--- config.mk ---
export PLATFORM = sky130hd
export DESIGN_NAME = des3_cbc_ctrl
export DESIGN_NICKNAME = d
export VERILOG_FILES = /design/src/rtl/des3_pkg.sv /design/src/rtl/des3_cbc_ctrl.sv
export SDC_FILE = /design/constraint.sdc
export NUM_CORES = 1
export LEC_CHECK = 0
export ABC_AREA = 1
export BUFFER_PORTS_ARGS = -buffer_cell sky130_fd_sc_hd__clkbuf_2
export CELL_PAD_IN_SITES_DETAIL_PLACEMENT = 1
export CELL_PAD_IN_SITES_GLOBAL_PLACEMENT = 2
export CORE_UTILIZATION = 32
export DETAILED_ROUTE_END_ITERATION = 8
export GPL_TIMING_DRIVEN = 1
export MAX_ROUTING_LAYER = met4
export PLACE_DENSITY_LB_ADDON = 0.1
export SLEW_MARGIN = 20
export SYNTH_ARGS = -nofsm -noshare
export SYNTH_HDL_FRONTEND = slang
export SYNTH_SLANG_ARGS = --single-unit
--- constraint.sdc ---
create_clock -name clk -period 2.1 [get_ports clk]
set_input_delay 0 -clock clk [delete_from_list [all_inputs] [get_ports clk]]
set_output_delay 0 -clock clk [all_outputs]
set_load 0.02 [all_outputs]
--- src/rtl/des3_pkg.sv ---
// Shared types and constants for the Triple-DES CBC chaining controller.
package des3_pkg;

  typedef enum logic [2:0] {
    ST_IDLE   = 3'd0,
    ST_LOAD   = 3'd1,
    ST_ISSUE  = 3'd2,
    ST_WAIT   = 3'd3,
    ST_OUTPUT = 3'd4
  } ctrl_state_t;

  localparam int   BLOCK_W = 64;
  localparam int   CNT_W   = 16;
  localparam logic DIR_ENC = 1'b0;
  localparam logic DIR_DEC = 1'b1;

endpackage

--- src/rtl/des3_cbc_ctrl.sv ---
// CBC chaining controller: feeds one 64-bit block at a time to a Triple-DES core,
// applies the IV / previous-ciphertext XOR and returns results on an output stream.
module des3_cbc_ctrl
  import des3_pkg::*;
#(
  parameter int         TIMEOUT_CYCLES = 255,
  parameter logic [1:0] MODE_UPPER     = 2'b00
) (
  input  logic               clk,
  input  logic               n_rst,
  input  logic               start,
  input  logic               decrypt,
  input  logic [BLOCK_W-1:0] iv,
  input  logic               in_valid,
  output logic               in_ready,
  input  logic [BLOCK_W-1:0] in_data,
  input  logic               in_last,
  output logic               out_valid,
  input  logic               out_ready,
  output logic [BLOCK_W-1:0] out_data,
  output logic               out_last,
  output logic               core_enable,
  output logic [BLOCK_W-1:0] core_data_in,
  output logic [2:0]         core_mode,
  input  logic               core_data_ready,
  input  logic [BLOCK_W-1:0] core_data_out,
  output logic               busy,
  output logic               error,
  output ctrl_state_t        dbg_state
);

  // Streams: a block moves on a rising edge where valid && ready are both high.
  // A source holds valid and data stable until that edge; ready never depends on valid.

  localparam logic [CNT_W-1:0] TIMEOUT_LIM = CNT_W'(TIMEOUT_CYCLES);

  ctrl_state_t        state;
  logic [BLOCK_W-1:0] chain;
  logic [BLOCK_W-1:0] ct_save;
  logic               dir;
  logic [CNT_W-1:0]   cnt;
  logic [CNT_W-1:0]   cnt_next;
  logic               timeout_hit;

  assign core_mode = {MODE_UPPER, dir};
  assign dbg_state = state;

  // Wait counter: cleared while the core is being kicked, saturates instead of wrapping.
  always_comb begin
    cnt_next = cnt;
    if (state == ST_ISSUE) begin
      cnt_next = '0;
    end else if (state == ST_WAIT && !core_data_ready && cnt != {CNT_W{1'b1}}) begin
      cnt_next = cnt + 1'b1;
    end
  end

  assign timeout_hit = (state == ST_WAIT) && !core_data_ready && (cnt_next >= TIMEOUT_LIM);

  always_ff @(posedge clk or negedge n_rst) begin
    if (!n_rst) begin
      cnt <= '0;
    end else begin
      cnt <= cnt_next;
    end
  end

  always_ff @(posedge clk or negedge n_rst) begin
    if (!n_rst) begin
      state        <= ST_IDLE;
      chain        <= '0;
      ct_save      <= '0;
      dir          <= DIR_ENC;
      in_ready     <= 1'b0;
      out_valid    <= 1'b0;
      out_data     <= '0;
      out_last     <= 1'b0;
      core_enable  <= 1'b0;
      core_data_in <= '0;
      busy         <= 1'b0;
      error        <= 1'b0;
    end else begin
      core_enable <= 1'b0;
      case (state)
        ST_IDLE: begin
          if (start) begin
            chain    <= iv;
            dir      <= decrypt;
            error    <= 1'b0;
            in_ready <= 1'b1;
            busy     <= 1'b1;
            state    <= ST_LOAD;
          end
        end
        ST_LOAD: begin
          if (in_valid) begin
            core_data_in <= (dir == DIR_ENC) ? (in_data ^ chain) : in_data;
            if (dir == DIR_DEC) ct_save <= in_data;
            out_last    <= in_last;
            in_ready    <= 1'b0;
            core_enable <= 1'b1;
            state       <= ST_ISSUE;
          end
        end
        ST_ISSUE: begin
          state <= ST_WAIT;
        end
        ST_WAIT: begin
          if (core_data_ready) begin
            if (dir == DIR_ENC) begin
              out_data <= core_data_out;
              chain    <= core_data_out;
            end else begin
              out_data <= core_data_out ^ chain;
              chain    <= ct_save;
            end
            out_valid <= 1'b1;
            state     <= ST_OUTPUT;
          end else if (timeout_hit) begin
            error <= 1'b1;
            busy  <= 1'b0;
            state <= ST_IDLE;
          end
        end
        ST_OUTPUT: begin
          if (out_ready) begin
            out_valid <= 1'b0;
            if (out_last) begin
              busy  <= 1'b0;
              state <= ST_IDLE;
            end else begin
              in_ready <= 1'b1;
              state    <= ST_LOAD;
            end
          end
        end
        default: state <= ST_IDLE;
      endcase
    end
  end

endmodule

; ---- After elaboration in Yosys (flattened, before gate mapping)
; Index checks and enable logic that the tools add are counted.
[totals]
register_bits = 282
inputBits = 200
out_inout_bits = 140
elab_cells = 84
[op_classes]
n_addsub = 1
order_cmp = 1
eq_ne = 14
muxes = 34
bitwise = 2
reduce_logical = 19
[op_table]
columns = cell, count
row1 = 64-bit 2-to-1 mux, 5
row2 = 64-bit one-hot mux with 2 select lines, 1
row3 = 64-bit XOR, 2
row4 = 16-bit 2-to-1 mux, 2
row5 = 16-bit by 1-bit adder with 16-bit output (second input constant), 1
row6 = 16-bit by 8-bit greater-or-equal comparator with 1-bit output (second input constant), 1
row7 = 1-bit 2-to-1 mux, 16
row8 = 16-bit != test (second input constant), 1
row9 = 2-bit != test (second input constant), 8
row10 = 3-bit 2-to-1 mux, 5
row11 = 3-bit one-hot mux with 5 select lines, 1
row12 = 3-bit AND reduction, 3
row13 = 4-bit AND reduction, 2
row14 = 3-bit by 2-bit equality test with 1-bit output (second input constant), 2
row15 = 1-bit one-hot mux with 3 select lines, 2
row16 = 2-bit AND reduction, 3
row17 = 6-bit AND reduction, 1
row18 = 3-bit nonzero test, 2
row19 = 5-bit AND reduction, 1
row20 = 1-bit one-hot mux with 2 select lines, 2
row21 = 2-bit nonzero test, 2
row22 = 3-bit by 1-bit equality test with 1-bit output (second input constant), 1
row23 = 3-bit equality test (second input constant), 1
row24 = 1-bit logical AND, 3
row25 = 3 further kinds, 3

; ---- Logic depth before layout (Yosys ltp)
[logic_depth]
depth_word = 10
mapped_depth = 17
ltp_nobuf = 17

; ---- Worst setup path before layout
; OpenSTA, ideal clock, no wires.
[synth_path]
kind = register to register
from = register cnt[0]
to = register busy
setup_time_ns = 0.119
arrival_time_ns = 1.717
t_required_ns = 1.981
slack_ns = 0.263
path_stages_with_launch = 17
n_path_buf = 0
period_less_slack_ns = 1.837
path_cell_list = dfrtp_1 ha_1 nand2_2 nor2_4 nand2_4 nor2_2 nor2_4 nand2_1 nand3_1 nor2_1 nand2_1 nor2_2 o21bai_2 nand2_1 nand2_1 nand2_1 nand2_1
[synth_via]
elab_chain_cells = 8
word_cells_on_any_way = 9
classes_between = add/sub (1) / order compare (1) / eq/ne (2) / mux (2) / reduce/logical (3)
[synth_rtl]
columns = element, line
row1 = "start, declared", des3_cbc_ctrl.sv:41  ; logic [CNT_W-1:0] cnt;
row2 = "start signal, assigned", des3_cbc_ctrl.sv:64  ; cnt <= cnt_next;
row3 = "parallel branches: the longest is 2 deep, another holds 16-bit by 1-bit adder with 16-bit output", --
row4 = 16-bit 2-to-1 mux *, des3_cbc_ctrl.sv:53  ; end else if (state == ST_WAIT && !core_data_ready && cnt != {CNT_W{1'b1}}) begin
row5 = 16-bit 2-to-1 mux *, des3_cbc_ctrl.sv:51  ; if (state == ST_ISSUE) begin
row6 = 16-bit by 8-bit greater-or-equal comparator with 1-bit output *, des3_cbc_ctrl.sv:58  ; assign timeout_hit = (state == ST_WAIT) && !core_data_ready && (cnt_next >= TIMEOUT_LIM);
row7 = 1-bit logical AND *, des3_cbc_ctrl.sv:58
row8 = 2-bit != test (no line) *, --
row9 = 6-bit AND reduction (no line) *, --
row10 = "end signal, assigned", des3_cbc_ctrl.sv:80  ; busy <= 1'b0;
row11 = "end signal, assigned", des3_cbc_ctrl.sv:91  ; busy <= 1'b1;
row12 = "end signal, assigned", des3_cbc_ctrl.sv:121  ; busy <= 1'b0;
row13 = "end, declared", des3_cbc_ctrl.sv:27  ; output logic busy,
; Every way passes the cells marked *.
; A chain may end at the register's enable or synchronous reset.

; ---- Worst setup path after layout
[layout_path]
from = register cnt[8]
to = register busy
; Same word-level chain as after synthesis.

==> metrics.yaml <==
met2_length_um: 24000
area_growth_pct: 43.8
firstDrtPassIters: 4
avgSynthCellArea_um2: 9.09
holdCritPathClass: "in2async"
placed_cell_area_um2: 16500
die-width_um: 210
synth_edf_count: 0
synth.most_common_cell: "nand2_1"
arrival_ns: 2.45
clock_skew_ns: 0.0132
cts_tree: "yes"
cts_sinks: 282
fmaxAchievable_ghz: 0.493
rsz0062_at_grt: "true"
synthCells: 1517
cp_max_fo: 5
via_count: 12600
drt_iter0_drc: 503
status: "finished, final reports clean"
wire_per_inst_um: 18.7
async_flop_share_pct: 100
ys_ff_latch: 282
grt_pass1_vias: 13500
grt_antenna_before_repair: 3
crit_start: "cnt[8]$_DFF_PN0_"
synth.area.top_cells: "dfrtp_1 (51%), nand2_1 (11%), xor2_1 (8.3%)"
drc: 0
synth-main-ff-cell: "dfrtp_1"
required_ns: 2.52
r2r_end: "busy$_DFFE_PN0P_"
design.core.area_um2: 42200
cts_buffers: 36
setup_viol: 0
met3_length_um: 2390
relSlewSlack_pct: 57.0
yosys.area.top_type: "dfrtp_1"
netlist_top_cells_count: "nand2_1 (402), dfrtp_1 (282), o21ai_0 (131)"
track_usage_pct: 23.4
htree_levels: 2
cts_root_buffer: "clkbuf_16"
synth_cell_types: 35
top_layer_used: "met4"
drv_slew: 0
hold_viol: 0
detail_route.vias_per_cell: 4.78
ys_warn_count: 0
yosysSeqAreaShare_pct: 51.2
grt_pass1_wl_um: 77500
postRouteAntennaNets: 0
layout.nets: 2265
cap_violations: 0
period_minus_slack_ns: 2.03
crit_end: "busy$_DFFE_PN0P_"
start_util_pct: 32.7
ff2ff_path_depth: 15
path_clk_slew_ns: 0.06
drive_above_1_share_pct: 31.0
power_density_nw_per_um2: 1430
cp-start-kind: "flip-flop"
clock_latency_ns: 0.54
hpwl_um: 32700
min_period_over_period_pct: 96.5
critPathKind: "reg2reg"
yosysTopAreaCellShare_pct: 51.2
die_area_um2: 43900
cp-end-kind: "flip-flop"
wirelength_um: 49300
p_leak_nw: 9.55
r2r_start: "cnt[8]$_DFF_PN0_"
final_area_um2: 19800
top_level_ports: 340
gp_congestion: 0.813
grt_max_degree: 68
worst_hold_slack_ns: 0.0101
cts_buffer_depth: 3
met1_length_um: 21900
fillers: 4889
rows: 75
dieHeight_um: 210
r2r_slack_ns: 0.07
worst_pin_slew_ns: 0.646
port_buffers: 337
netlist_area_um2: 13800
irDropWorstVdd_mv: 0.744
overflow: 0
-- critical path: stages, from the launching register on --
cell and delay [ns]:
dfrtp_1 0.43, nand2_1 0.11, nor2_2 0.10, nand2_2 0.13
clkinv_1 0.15, nand2_4 0.10, nand3_1 0.10, nand3_2 0.10
nor2_1 0.10, nand2_1 0.09, nor2_4 0.17, o21bai_4 0.10
nand2_1 0.07, nand2_1 0.05, nand2_1 0.06, nand2_1 0.04
-- per-stage QoR --
step / instances / setup slack (ns) / utilization (%) / total power, mW / TNS [ns]
global route: 2627 / -0.102 / 47.0 / 30.6 / -0.313
finish: 2627 / 0.0731 / 47.0 / 28.4 / 0
floorplan: 1518 / 0.263 / - / 17.3 / 0
detailed placement: 2356 / -0.0216 / 39.0 / 22.2 / -0.0407
CTS: 2618 / 0.00545 / 46.5 / 28.6 / 0
global placement: 2356 / 0.0721 / 39.0 / 21.9 / 0
-- how the worst min path moves through the flow --
stage          start  slack, ns                    end
2_1_floorplan  n_rst      -0.30       busy$_DFFE_PN0P_
3_5_place_dp   n_rst      -0.01  out_valid$_DFFE_PN0P_
5_1_grt        n_rst       0.03  out_valid$_DFFE_PN0P_
4_1_cts        n_rst       0.01   out_last$_DFFE_PN0P_
6_report       n_rst       0.01  out_valid$_DFFE_PN0P_
3_3_place_gp   n_rst     -0.009  out_valid$_DFFE_PN0P_
-- metal layers --
metal | global-route usage (%) | vias to the layer above
li1 | - | 6073
met1 | 29.0 | 6163
met2 | 39.0 | 254
met3 | 4.82 | 67
met4 | 6.02 | 0
met5 | - | -
-- registers in the layout (all words and copies together), names as in the netlist --
name and cells:
core_enable 1, ct_save 64, core_data_in 64, cnt 16, busy 1, chain 64
error 1, out_valid 1, out_last 1, in_ready 1, dir 1, out_data 64
dbg_state 3
-- layout make-up --
class                      count  area, um2  area share, %
sequential                   282       7070           35.6
multi-input combinational   1083       6290           31.7
timing repair buffer         601       4450           22.5
clock buffer                  55       1060           5.37
tap                          539        674           3.40
inverter                      60        240           1.21
clock inverter                 4       31.3          0.158
antenna                        3       7.51         0.0379
-- logic make-up (layout without fill, tap and decap cells) --
family	count (synthesis)	in the layout	share of synthesized area [%]
AO/OA/AOI/OAI	266	266	11.5
XOR/XNOR	131	131	8.32
adder cells (fa/ha/maj)	1	1	0.0907
buffers and inverters	154	720	4.50
flip-flops	282	282	51.2
multiplexers	64	64	5.23
other	1	5	0.0272
AND/OR/NAND/NOR	618	619	19.1
-- power breakdown --
part           switching [mW]  internal [mW]
registers                1.69           8.03
clock network            2.41           3.48
logic                    7.79           5.03
total                    11.9           16.5
-- repair_timing --
action | CTS | global route
setup buffers | 1 | 6
setup endpoints to repair | 2 | 6
endpoints found under the hold margin | 550 | 0
gates cloned | 1 | 0
pin swaps | 9 | 20
resized for setup | 7 | 42
hold buffers | 201 | 0
-- cells in the final DEF (no fill, tap or decap), types with 4 or more instances in the layout --
| cell | Yosys | routed |
|---|---|---|
| dlygate4sd3_1 | 0 | 201 |
| mux2_2 | 64 | 64 |
| nand3_1 | 32 | 21 |
| buf_12 | 0 | 21 |
| clkbuf_1 | 71 | 12 |
| clkbuf_16 | 0 | 38 |
| xor2_1 | 130 | 130 |
| inv_4 | 1 | 4 |
| clkbuf_2 | 0 | 336 |
| nor2_2 | 7 | 9 |
| nor2_1 | 92 | 84 |
| o211ai_1 | 64 | 64 |
| a31oi_1 | 66 | 66 |
| o21ai_0 | 131 | 131 |
| clkbuf_8 | 0 | 5 |
| dfrtp_1 | 282 | 277 |
| buf_4 | 4 | 40 |
| nor2_4 | 3 | 9 |
| inv_2 | 3 | 4 |
| nand2_2 | 4 | 17 |
| dfrtp_2 | 0 | 4 |
| or2_2 | 65 | 65 |
| nand4_1 | 5 | 5 |
| nand2_4 | 2 | 5 |
| inv_1 | 54 | 50 |
| nand3_2 | 0 | 11 |
| nand2_1 | 402 | 387 |
No activity file was read; power rests on OpenSTA's default activity.
